$ cat src/rtl/bus_load_unit.sv
// Bus load unit: accepts a burst of bus words into a local register file.
// Start/busy/done handshake, per-word flags, registered read port.
module bus_load_unit #(
    parameter int WIDTH = 16,
    parameter int NREG  = 8,
    parameter int AW    = 3
) (
    input  logic             clk,
    input  logic             reset,
    input  logic [WIDTH-1:0] bus_in,
    input  logic             bus_valid,
    output logic             bus_ready,
    input  logic             start,
    input  logic [AW-1:0]    base_addr,
    input  logic [3:0]       count,
    input  logic             abort,
    output logic             busy,
    output logic             done,
    input  logic [AW-1:0]    rd_addr,
    output logic [WIDTH-1:0] rd_data,
    output logic [3:0]       flags_out
);

    localparam logic [1:0] S_IDLE = 2'd0;
    localparam logic [1:0] S_LOAD = 2'd1;
    localparam logic [1:0] S_DONE = 2'd2;

    logic [1:0]       state_q, state_d;
    logic [AW-1:0]    ptr_q, ptr_d;
    logic [3:0]       rem_q, rem_d;
    logic [3:0]       flags_q, flags_d;
    logic [WIDTH-1:0] regs_q [NREG];
    logic [WIDTH-1:0] regs_d [NREG];
    logic [WIDTH-1:0] rd_data_q, rd_data_d;
    logic             busy_q, busy_d;
    logic             ready_q, ready_d;
    logic             done_q, done_d;
    logic             accept;

    // bus_in is only looked at on an accept, so X on an idle bus is harmless
    assign accept = ready_q && bus_valid;

    always_comb begin
        state_d = state_q;
        ptr_d   = ptr_q;
        rem_d   = rem_q;
        flags_d = flags_q;
        regs_d  = regs_q;
        unique case (state_q)
            S_IDLE: begin
                if (start) begin
                    if (count != 4'd0) begin
                        state_d    = S_LOAD;
                        ptr_d      = base_addr;
                        rem_d      = count;
                        flags_d[3] = 1'b0;
                    end else begin
                        state_d = S_DONE;
                    end
                end
            end
            S_LOAD: begin
                if (accept) begin
                    regs_d[ptr_q] = bus_in;
                    ptr_d         = ptr_q + 1'b1;
                    rem_d         = rem_q - 4'd1;
                    flags_d[0]    = (bus_in == '0);
                    flags_d[1]    = bus_in[WIDTH-1];
                    flags_d[2]    = ^bus_in;
                    if (ptr_q == AW'(NREG - 1)) flags_d[3] = 1'b1;
                    if (rem_q == 4'd1) state_d = S_DONE;
                end
                // abort wins over completion on the same edge
                if (abort) state_d = S_IDLE;
            end
            S_DONE:  state_d = S_IDLE;
            default: state_d = S_IDLE;
        endcase
        busy_d    = (state_d == S_LOAD);
        ready_d   = (state_d == S_LOAD);
        done_d    = (state_d == S_DONE);
        rd_data_d = regs_q[rd_addr];
    end

    always_ff @(posedge clk) begin
        if (reset) begin
            state_q   <= S_IDLE;
            ptr_q     <= '0;
            rem_q     <= '0;
            flags_q   <= '0;
            rd_data_q <= '0;
            busy_q    <= 1'b0;
            ready_q   <= 1'b0;
            done_q    <= 1'b0;
            for (int i = 0; i < NREG; i++) regs_q[i] <= '0;
        end else begin
            state_q   <= state_d;
            ptr_q     <= ptr_d;
            rem_q     <= rem_d;
            flags_q   <= flags_d;
            rd_data_q <= rd_data_d;
            busy_q    <= busy_d;
            ready_q   <= ready_d;
            done_q    <= done_d;
            regs_q    <= regs_d;
        end
    end

    assign bus_ready = ready_q;
    assign busy      = busy_q;
    assign done      = done_q;
    assign rd_data   = rd_data_q;
    assign flags_out = flags_q;

endmodule

$ cat config.mk
export PLATFORM = sky130hd
export DESIGN_NAME = bus_load_unit
export DESIGN_NICKNAME = d
export VERILOG_FILES = /design/src/rtl/bus_load_unit.sv
export SDC_FILE = /design/constraint.sdc
export NUM_CORES = 1
export LEC_CHECK = 0
export CORE_ASPECT_RATIO = 0.9
export CORE_MARGIN = 2
export CORE_UTILIZATION = 45
export CTS_BUF_LIST = sky130_fd_sc_hd__clkbuf_8
export CTS_CLUSTER_DIAMETER = 40
export DETAILED_ROUTE_END_ITERATION = 10
export PLACE_DENSITY_LB_ADDON = 0.2
export SYNTH_ARGS = -nofsm -noshare
export SYNTH_HDL_FRONTEND = slang
export SYNTH_SLANG_ARGS = --single-unit
$ cat constraint.sdc
create_clock -name clk -period 4.3 [get_ports clk]
set_input_delay 0.86 -clock clk [delete_from_list [all_inputs] [get_ports clk]]
set_output_delay 0.86 -clock clk [all_outputs]
set_load 0.02 [all_outputs]
==> impl_metrics.json <==
{
  "vias_per_cell": 5.25,
  "pwr-share-clk": 0.401,
  "drive_gt1_frac": 0.127,
  "clk_latency_ns": 0.46,
  "h-tree-depth": 4,
  "worstHoldStart": "flags_out[3]",
  "vias": 4657,
  "ff_latch_area_sq_um": 3180,
  "cts_setup_buffers": 0,
  "syn_inst": 650,
  "p_sw_mw": 0.681,
  "hold_viol": 0,
  "post_cts_resized": 0,
  "p_total_mw": 2.87,
  "cts_tree": "yes",
  "hold-worst-slack_ns": 0.459,
  "drcViolationCount": 0,
  "ys_seq_area_frac": 0.453,
  "power.internal_mw": 2.19,
  "syn_area_sq_um": 7030,
  "avgSynthCellArea_sq_um": 10.8,
  "multi_input_area_sq_um": 3430,
  "status": "finished clean",
  "die-area_sq_um": 16600,
  "relSlewSlack": 0.354,
  "path_cells": "clkdlybuf4s50_1, and4b_1, nand3_2, mux2i_1, nor2_1",
  "crit_path_start": "bus_valid",
  "path_max_fanout": 16,
  "die_w_microns": 136,
  "first_global_vias": 4377,
  "fill_cells": 1382,
  "numCtsBuffers": 17,
  "clkTransAtPathRegs_ns": 0.08,
  "n_antenna_cell": 0,
  "wl_per_cell_microns": 16.8,
  "dr.pass1.iters": 5,
  "final_cell_mix": "dfxtp_1, nor2_1, mux2i_1, clkdlybuf4s50_1, mux4_2",
  "grt_max_degree": 95,
  "peakVddDrop_uv": 223,
  "critPathMaxStageDelay_ns": 0.67,
  "fp.dieH_microns": 123,
  "synth_cell_types": 39,
  "hpwl_microns": 9350,
  "instances_no_fill": 887,
  "clkSinkCount": 159,
  "critPathKind": "input pin to flop",
  "syn-num-nets": 693,
  "r2r_slack_ns": 2.10,
  "hold_buffers": 0,
  "fin_skew_ns": 0.0109,
  "drv_slew": 0,
  "antenna_found_initial": 0,
  "ant_nets": 0,
  "yosys_warnings": 0,
  "slowest_stage": "nand3_2",
  "dp_cells": 855,
  "worst_pin_slew_ns": 0.969,
  "cp-start-kind": "input pin",
  "final-setup-viol-count": 0,
  "p_seq_frac": 0.523,
  "core_area_sq_um": 15300,
  "reg2reg_to": "regs_q[58]",
  "start_util": 0.459,
  "ys_seq_elements": 159,
  "hold_end": "flags_out[3]",
  "maxCapViolations": 0,
  "rsz0062_at_grt": "no",
  "r2r-start": "bus_ready",
  "p_per_area_nw_per_um2": 359,
  "portBuffers": 53,
  "swShare": 0.237,
  "grt_pass1_wl_microns": 23600,
  "fin_crit_ns": 2.69,
  "final_common_cell": "dfxtp_1",
  "p_leak_nw": 3.37,
  "fin_setup_tns_ns": 0,
  "gp_congestion": 0.789,
  "cp.required_ns": 4.61,
  "routed_wl_microns": 14900,
  "clockBufferDepth": 2,
  "max_freq_mhz": 371,
  "final_net_count": 715,
  "drt_iter0_drc": 294,
  "cp-end-kind": "flop",
  "io_pins": 54,
  "hold_path.class": "flop to flop",
  "cts-root-buf": "clkbuf_8",
  "holdPathStages": 2,
  "num_rows": 43,
  "area_delta_synth_final_pct": 13.7,
  "grt_usage": 0.188,
  "grt-ovfl-total": 0,
  "pwr-share-comb": 0.076,
  "timing.final.crit_share": 0.626,
  "worstPathArrival_ns": 3.00,
  "rr_worst_depth": 4
}
cell families (layout without fill, tap and decap cells):
| logic type | count (synthesis) | count (layout) | synth area share |
|---|---|---|---|
| XOR/XNOR | 7 | 7 | 0.00872 |
| flip-flops | 159 | 159 | 0.453 |
| buffers and inverters | 81 | 116 | 0.0616 |
| AO/OA/AOI/OAI | 25 | 25 | 0.0219 |
| multiplexers | 178 | 178 | 0.310 |
| AND/OR/NAND/NOR | 188 | 188 | 0.123 |
| adder cells (fa/ha/maj) | 12 | 12 | 0.0214 |
per-stage QoR:
step | util | worst slack [ns] | cell area [sq um]
floorplan | - | 2.10 | 7030
global placement | 0.494 | 1.23 | 7570
detailed placement | 0.494 | 1.14 | 7570
CTS | 0.521 | 1.63 | 7990
global route | 0.521 | 1.46 | 7990
finish | 0.521 | 1.61 | 7990
critical path, delay by kind of cell:
| kind | cells | cell delay, ns |
|---|---|---|
| buffers and inverters | 1 | 0.55 |
| AND/OR/NAND/NOR | 3 | 1.23 |
| multiplexers | 1 | 0.35 |
worst max-delay path by stage:
stage | slack (ns) | endpoint | cells after the start
after global placement | 1.23 | regs_q[54] | 5
final | 1.61 | regs_q[58] | 5
after CTS | 1.63 | regs_q[58] | 5
after floorplan | 2.10 | rd_data[10] | 5
after detailed placement | 1.14 | regs_q[60] | 5
after global routing | 1.46 | regs_q[60] | 5
per-layer routing:
| layer | share of wire | up-vias | wire [microns] | global-route usage |
|---|---|---|---|---|
| li1 | - | 2278 | - | - |
| met1 | 0.49 | 2273 | 7330 | 0.270 |
| met3 | 0.042 | 18 | 626 | 0.0442 |
| met5 | 0 | - | 0 | 0 |
| met4 | 0.013 | 0 | 191 | 0.0599 |
| met2 | 0.45 | 88 | 6720 | 0.282 |
flip-flops by register name, indices dropped and copies added (netlist names):
register	flops
bus_ready	1
done	1
flags_out	4
ptr_q	3
rd_data	16
regs_q	128
rem_q	4
state_q	2
cell usage after synthesis, drive strengths merged:
cell,count,area share
or3b,1,0.0012
or2b,1,0.0011
nand4,4,0.0057
buf,34,0.036
ha,12,0.021
clkbuf,28,0.015
o21ai,5,0.0036
nor3,5,0.0052
a311oi,1,0.0012
a211oi,8,0.0085
dfxtp,159,0.45
nand4b,3,0.0059
xnor2,7,0.0087
inv,19,0.010
nand2,4,0.0021
a21oi,9,0.0064
mux2i,146,0.21
nor2,154,0.082
nor3b,1,0.0011
or4,1,0.0016
nor2b,2,0.0018
nand2b,3,0.0027
or3,1,0.00089
and3,1,0.00089
and2,2,0.0018
nand3,1,0.0014
a31o,1,0.0012
a31oi,1,0.00089
and4b,1,0.0014
mux4,32,0.10
nor4b,2,0.0034
nor4,1,0.0030
power by group through the flow:
stage          combinational, mW  sequential (mW)  clock (mW)
6_report                   0.217             1.50        1.15
5_1_grt                    0.237             1.50        1.25
4_1_cts                    0.219             1.50        1.17
3_5_place_dp               0.218             1.54           0
3_3_place_gp               0.215             1.54           0
2_1_floorplan              0.164             1.53           0
final cells by class:
cell class | count | area share
Inverter | 19 | 0.00893
Multi-Input combinational cell | 410 | 0.429
Sequential cell | 159 | 0.398
Tap cell | 202 | 0.0316
Timing Repair Buffer | 65 | 0.0799
Clock buffer | 20 | 0.0345
Clock inverter | 12 | 0.0175
No activity file was read; power rests on OpenSTA's default activity.
